`src/rtl/id_rd_lmsm_reg.sv`:
```
// id_rd_lmsm_reg: ID->RD pipeline register that splits LM/SM into one micro-op per mask bit.
// Ports: clk, rst (sync, active-high); instr/pc/npc/valid_id in; stall_rd, flush; *_rd out; stall_id out.
module id_rd_lmsm_reg (
   input  logic        clk,
   input  logic        rst,
   input  logic [15:0] instr_id,
   input  logic [15:0] pc_id,
   input  logic [15:0] npc_id,
   input  logic        valid_id,
   input  logic        stall_rd,
   input  logic        flush,
   output logic [15:0] instr_rd,
   output logic [15:0] pc_rd,
   output logic [15:0] npc_rd,
   output logic        valid_rd,
   output logic        lmsm_rd,
   output logic [2:0]  lmsm_reg_rd,
   output logic [2:0]  lmsm_off_rd,
   output logic        lmsm_last_rd,
   output logic        stall_id
);

   typedef enum logic {IDLE, SEQ} state_t;

   state_t      state, state_nxt;
   logic [7:0]  rem, rem_nxt;
   logic [15:0] instr_nxt, pc_nxt, npc_nxt;
   logic        valid_nxt, lmsm_nxt, last_nxt;
   logic [2:0]  reg_nxt, off_nxt;

   logic        is_lmsm;
   logic [7:0]  src;
   logic [7:0]  src_rest;
   logic [2:0]  low;
   logic        single;

   function automatic logic [2:0] low_idx(input logic [7:0] m);
      low_idx = 3'd0;
      for (int i = 7; i >= 0; i--)
         if (m[i]) low_idx = 3'(i);
   endfunction

   // LM = 0110, SM = 0111
   assign is_lmsm  = (instr_id[15:13] == 3'b011);
   // In SEQ the pending bits come from rem, never from instr_id
   assign src      = (state == SEQ) ? rem : instr_id[7:0];
   assign low      = low_idx(src);
   // x & (x-1) drops the lowest set bit
   assign src_rest = src & (src - 8'd1);
   assign single   = (src != 8'd0) && (src_rest == 8'd0);

   assign stall_id = stall_rd | (state == SEQ);

   always_comb begin
      state_nxt = state;
      rem_nxt   = rem;
      instr_nxt = instr_rd;
      pc_nxt    = pc_rd;
      npc_nxt   = npc_rd;
      valid_nxt = valid_rd;
      lmsm_nxt  = lmsm_rd;
      reg_nxt   = lmsm_reg_rd;
      off_nxt   = lmsm_off_rd;
      last_nxt  = lmsm_last_rd;
      if (flush) begin
         valid_nxt = 1'b0;
         lmsm_nxt  = 1'b0;
         last_nxt  = 1'b0;
         rem_nxt   = 8'd0;
         state_nxt = IDLE;
      end else if (!stall_rd) begin
         unique case (state)
            IDLE: begin
               if (!valid_id) begin
                  valid_nxt = 1'b0;
                  lmsm_nxt  = 1'b0;
               end else if (!is_lmsm) begin
                  instr_nxt = instr_id;
                  pc_nxt    = pc_id;
                  npc_nxt   = npc_id;
                  valid_nxt = 1'b1;
                  lmsm_nxt  = 1'b0;
                  reg_nxt   = 3'd0;
                  off_nxt   = 3'd0;
                  last_nxt  = 1'b0;
               end else if (instr_id[7:0] == 8'd0) begin
                  // Empty mask: swallow the instruction as a bubble
                  valid_nxt = 1'b0;
                  lmsm_nxt  = 1'b0;
                  last_nxt  = 1'b0;
               end else begin
                  instr_nxt = instr_id;
                  pc_nxt    = pc_id;
                  npc_nxt   = npc_id;
                  valid_nxt = 1'b1;
                  lmsm_nxt  = 1'b1;
                  reg_nxt   = low;
                  off_nxt   = 3'd0;
                  last_nxt  = single;
                  rem_nxt   = src_rest;
                  state_nxt = single ? IDLE : SEQ;
               end
            end
            SEQ: begin
               valid_nxt = 1'b1;
               lmsm_nxt  = 1'b1;
               reg_nxt   = low;
               off_nxt   = lmsm_off_rd + 3'd1;
               last_nxt  = single;
               rem_nxt   = src_rest;
               state_nxt = single ? IDLE : SEQ;
            end
            default: state_nxt = IDLE;
         endcase
      end
   end

   always_ff @(posedge clk) begin
      if (rst) begin
         state        <= IDLE;
         rem          <= 8'd0;
         instr_rd     <= 16'd0;
         pc_rd        <= 16'd0;
         npc_rd       <= 16'd0;
         valid_rd     <= 1'b0;
         lmsm_rd      <= 1'b0;
         lmsm_reg_rd  <= 3'd0;
         lmsm_off_rd  <= 3'd0;
         lmsm_last_rd <= 1'b0;
      end else begin
         state        <= state_nxt;
         rem          <= rem_nxt;
         instr_rd     <= instr_nxt;
         pc_rd        <= pc_nxt;
         npc_rd       <= npc_nxt;
         valid_rd     <= valid_nxt;
         lmsm_rd      <= lmsm_nxt;
         lmsm_reg_rd  <= reg_nxt;
         lmsm_off_rd  <= off_nxt;
         lmsm_last_rd <= last_nxt;
      end
   end

endmodule

```
`config.mk`:
```
export PLATFORM = sky130hd
export DESIGN_NAME = id_rd_lmsm_reg
export DESIGN_NICKNAME = d
export VERILOG_FILES = /design/src/rtl/id_rd_lmsm_reg.sv
export SDC_FILE = /design/constraint.sdc
export NUM_CORES = 1
export LEC_CHECK = 0
export ABC_AREA = 1
export CAP_MARGIN = 20
export CORE_MARGIN = 2
export CORE_UTILIZATION = 40
export DETAILED_ROUTE_END_ITERATION = 8
export HOLD_SLACK_MARGIN = 0.05
export PLACE_DENSITY = 0.77
export SETUP_SLACK_MARGIN = 0.02
export SLEW_MARGIN = 30
export SYNTH_ARGS = -nofsm -noshare
export SYNTH_HDL_FRONTEND = slang
export SYNTH_SLANG_ARGS = --single-unit
```
`constraint.sdc`:
```
create_clock -name clk -period 1.3 [get_ports clk]
set_input_delay 0.26 -clock clk [delete_from_list [all_inputs] [get_ports clk]]
set_output_delay 0.26 -clock clk [all_outputs]
set_load 0.05 [all_outputs]
```
* Yosys cells after proc, flatten, opt, wreduce, memory -nomap -nowiden
Cells that the tools add are included.
Cells by class: shifts and indexed selects 0, equal/unequal tests 6, multiplexer cells 43, divide/modulo/power cells 0, reduce and logical (&&, ||, !) cells 9, order comparisons 0, add/subtract/negate cells 2, bitwise logic cells 5, $mul 0
Operator list (count):
- 16-bit 2-to-1 mux | 6
- 3-bit 2-to-1 mux | 14
- 8-bit 2-to-1 mux | 4
- 8-bit zero test | 2
- 8-bit case mux with 2 select lines | 1
- 1-bit 2-to-1 mux | 12
- 3-bit case mux with 2 select lines | 2
- 8-bit AND | 1
- 2-bit inequality test, second input constant | 4
- 1-bit case mux with 2 select lines | 4
- 4-bit AND reduction | 2
- 8-bit nonzero test | 1
- 8-bit by 1-bit subtractor with 8-bit output, second input constant | 1
- 5-bit AND reduction | 1
- 3-bit by 1-bit adder with 3-bit output, second input constant | 1
- 3-bit by 2-bit equality test with 1-bit output, second input constant | 1
- 3-bit inequality test, second input constant | 1
- 1-bit inverter | 3
- 2-bit AND reduction | 1
- 2-bit OR reduction | 1
- 1-bit logical AND | 1
- 1-bit bitwise OR | 1
Storage, ports and cells: register bits after elaboration 66, word-level logic and storage cells 75, memories kept 0, latch bits 0, ROM bits 0, bits in writable memories 0, input bits 53, output and inout bits 58

* Logic depth before layout (Yosys ltp)
depth after elaboration 13, mapped depth 13, depth with buffers taken out 11

* Least setup slack after synthesis
OpenSTA, ideal clock, no wires.
path kind register -> register, from register state, to register pc_rd[13], stages on the path, launching flop included 9, setup slack -326 ps, path buffers 2, clock period less this slack 1626 ps, setup time 119 ps, data arrival time 1507 ps, path through dfxtp_1 > buf_6 > inv_8 > nand2_1 > nor2_1 > nand3_2 > clkbuf_2 > o21ai_0 > a21oi_1
Between the ends: cells in the longest elaborated chain, start to end 2
Ends and longest elaborated chain:
- start, declared | RTL line 25 | state_t state, state_nxt;
- start signal, assigned | RTL line 131 | state <= state_nxt;
- 1-bit inverter
- 5-bit AND reduction (no source line)
- end signal, assigned | RTL line 134 | pc_rd <= pc_nxt;
- end, declared | RTL line 13 | output logic [15:0] pc_rd,
Every way passes these cells. A chain may end at the register's enable or synchronous reset.

* Final worst setup path
from register state, to register lmsm_last_rd
Between the ends: cells in the longest elaborated chain, start to end 9, elaborated cells on any way between the ends 13, classes of those cells add/sub (1); eq/ne (1); mux (5); bitwise (2); reduce/logical (4)
Ends and longest elaborated chain:
- 8-bit 2-to-1 mux | RTL line 46 | assign src = (state == SEQ) ? rem : instr_id[7:0];
- 8-bit by 1-bit subtractor with 8-bit output | RTL line 49 | assign src_rest = src & (src - 8'd1);
- 8-bit AND | RTL line 49
- 8-bit zero test | RTL line 50 | assign single = (src != 8'd0) && (src_rest == 8'd0);
- 1-bit logical AND | RTL line 50
- 1-bit 2-to-1 mux | RTL line 86 | end else if (instr_id[7:0] == 8'd0) begin
- 1-bit 2-to-1 mux | RTL line 77 | end else if (!is_lmsm) begin
- 1-bit 2-to-1 mux | RTL line 74 | if (!valid_id) begin
- 1-bit case mux with 2 select lines | RTL line 72 | unique case (state)
- end signal, assigned | RTL line 140 | lmsm_last_rd <= last_nxt;
- end, declared | RTL line 19 | output logic lmsm_last_rd,
Parallel ways exist; a longest one is shown, timed or not. The select of a mux whose other input is x is not followed.

==> results.yml <==
sta:
  whs_ps: 344
  setup_viol: 65
  slew_headroom: 0.846
  hold_violations: 0
  tightest_slew_ps: 230
  period_minus_slack_ps: 1580
  skew_ps: 17.1
  grt_setup_unrepaired: "yes"
  fin_ws_ps: -275
  post-route-period-util: 1.21
  maxSlewViolCount: 0
  max_clock_freq_ghz: 0.635
grt:
  track_usage: 0.275
  grt_pass1_vias: 3531
  grt_use_met1: 0.302
  grt_overflow_total: 0
  grt_max_degree: 31
  grt_pass1_wl_um: 17800
  grt_util_met3: 0.0654
  antenna_found_initial: 0
  grtUsageMet2: 0.510
  top_usage_layer: "met2"
clock_tree:
  cts-root-buf: "clkbuf_8"
  clk_pin_slew_worst_paths_ps: 80
  cts_tree: "yes"
  clk_latency_ps: 350
  cts_hold_buf: 0
  htreeDepth: 3
  clock_sinks: 65
  cts_buffer_depth: 2
  cts_buffers: 9
layout:
  antenna-diode-count: 0
  fill_cells: 380
  layout_common_cells: "65 x buf_12, 63 x inv_1, 62 x dfxtp_1, 58 x buf_4, 43 x nand2_1"
  final_common_cell: "buf_12"
  area_delta_synth_final_pct: 105
  final_core_util: 0.838
  drive_above_1_share: 0.491
  finish.instance_area_um2: 6050
  layout.cells.non_filler: 678
  nets: 628
setup_path:
  r2r_start: "state"
  worstSetupPathType: "reg -> reg"
  r2r_slack_ps: -280
  cp_data_arrival_time_ps: 1850
  cp-end-kind: "register"
  start_kind: "register"
  r2r_end: "lmsm_last_rd"
  critical_path_required_ps: 1580
  worstRegToRegCells: 11
  critPathMaxFanout: 6
power_and_ir_drop:
  p_sw_frac: 0.298
  clkPwrFrac: 0.352
  p_comb_frac: 0.263
  p_switching_mw: 1.68
  power.total_mw: 5.62
  internal-power_mw: 3.95
  vdd_ir_drop_max_uv: 576
  pwr_density_cell_nw_per_um2: 930
  p_leak_nw: 2.47
  p_seq_frac: 0.385
logic_synthesis:
  synth_top_cell_area_share: 0.441
  ys_ff_latch: 65
  synth-xor-area-share: 0.00297
  synth_warnings: 0
  synth_cell_types: 27
  synth_seq_area_share: 0.441
  synth_top_family_by_area: "compound AO/OA/AOI/OAI gates"
  synth-simple-area-share: 0.194
  synth-adder-area-share: 0.00424
  synthMuxAreaShare: 0
  synth_area_leaders: "dfxtp_1 44%, a21oi_1 11%, o21ai_0 9.0%, inv_1 8.8%, nand2_1 6.9%"
  synth_ff_type: "dfxtp_1"
  synth_compound_area_frac: 0.211
  synth_area_um2: 2950
  syn_avg_cell_area_um2: 7.51
  synth_cells: 393
  async_flop_share: 0
  synth_edf_count: 0
  synth_fp_nets: 447
  synth_top_cell_by_area: "dfxtp_1"
placed_design:
  hpwl_um: 7010
  portBuffers: 110
  place_congestion: 0.890
  placed_cells: 638
  post_dp_cell_area_um2: 5350
hold_path:
  min_to: "instr_rd[7]"
  hp-class: "in -> reg"
  min_from: "instr_id[7]"
  hold_depth: 3
die:
  rows: 31
  die_w_um: 89.9
  die-area_um2: 8080
  coreArea_um2: 7210
  start_util: 0.409
  ios: 111
  dieHeight_um: 89.9
routing:
  drt-total-wl_um: 11600
  routedWlPerCell_um: 17.0
  drt_iter0_markers: 158
  drc: 0
  dr.pass1.iters: 4
  ant_nets: 0
  post_drt_via_cell_ratio: 5.05
  vias: 3426
status:
  violations: "negative setup slack"
  outcome: "finished, violations left"
flow_run:
  drv_cap: 0
==> per-stage QoR <==
step,worst slack (ps),TNS [ps]
floorplan,-51.9,-1580
global placement,-531,-30020
detailed placement,-639,-33880
CTS,-201,-6820
global route,-334,-11500
finish,-275,-7430
==> worst max-delay path by stage <==
| stage | startpoint | endpoint | slack, ps | cells after the start |
|---|---|---|---|---|
| after global routing | state | lmsm_last_rd | -330 | 11 |
| after CTS | state | state | -200 | 11 |
| after global placement | instr_id[0] | state | -530 | 10 |
| after detailed placement | instr_id[1] | npc_rd[7] | -640 | 9 |
| after floorplan | state | state | -50 | 12 |
| final | state | lmsm_last_rd | -280 | 11 |
==> power by group through the flow <==
stage | Combinational [mW] | Sequential, mW | Clock [mW]
after CTS | 1.41 | 2.16 | 1.95
after floorplan | 0.373 | 2.43 | 0
after global routing | 1.55 | 2.17 | 2.08
after detailed placement | 1.33 | 2.21 | 0
final | 1.48 | 2.16 | 1.98
after global placement | 1.30 | 2.20 | 0
==> worst max-delay path: stages, from the launching register on <==
cell and delay [ps]:
dfxtp_4 400, buf_6 160, nand2_4 70, nand2_4 50, nor2_4 190, buf_6 130
nand3_2 70, nand2_2 80, inv_2 50, nor2_4 90, nand3_2 90, a21oi_2 130
==> logic make-up after synthesis <==
| logic type | Yosys count |
|---|---|
| flops | 65 |
| simple gates | 111 |
| compound gates | 123 |
| buf+inv | 92 |
| fa+ha+maj | 1 |
| xor+xnor | 1 |
==> layout make-up <==
type                    instances  area [µm²]  share of cell area
repair buffers                188        2450               0.405
multi-input cells             237        1660               0.274
flip-flops and latches         65        1310               0.216
inverters                      72         280              0.0464
clock buffers                  12         145              0.0240
well taps                      99         124              0.0205
clock inverters                 4        76.3              0.0126
repair inverters                1        6.26             0.00103
==> what timing repair did <==
item | 4_1_cts | 5_1_grt
pin swaps | 14 | 16
cloned | 6 | 0
endpoints found under the setup margin | 66 | 66
gates resized for setup | 51 | 43
setup buffers | 15 | 5
==> synth_stat cells, types with 2 or more instances <==
cell type	instances
clkbuf_2	4
inv_1	69
nand2_2	14
nor2_1	15
a21oi_2	2
a21oi_1	64
buf_6	7
nand3_1	6
nand4_1	4
o21ai_0	53
nand2_4	4
nand2_1	54
clkbuf_1	5
nand3_2	5
nor2_4	4
nor2_2	3
dfxtp_1	65
buf_2	2
o21ai_1	4
inv_2	2
==> flip-flops by register name, indices dropped and copies added (netlist names), 3 cells and up <==
register,count
lmsm_off_rd,3
lmsm_reg_rd,3
instr_rd,16
rem,7
npc_rd,16
pc_rd,16
==> per-layer routing <==
layer,part of all wire,vias up
met5,0,-
met4,0.040,0
met3,0.055,49
met2,0.53,146
met1,0.38,1615
li1,-,1616
(Power assumes the default switching activity.)
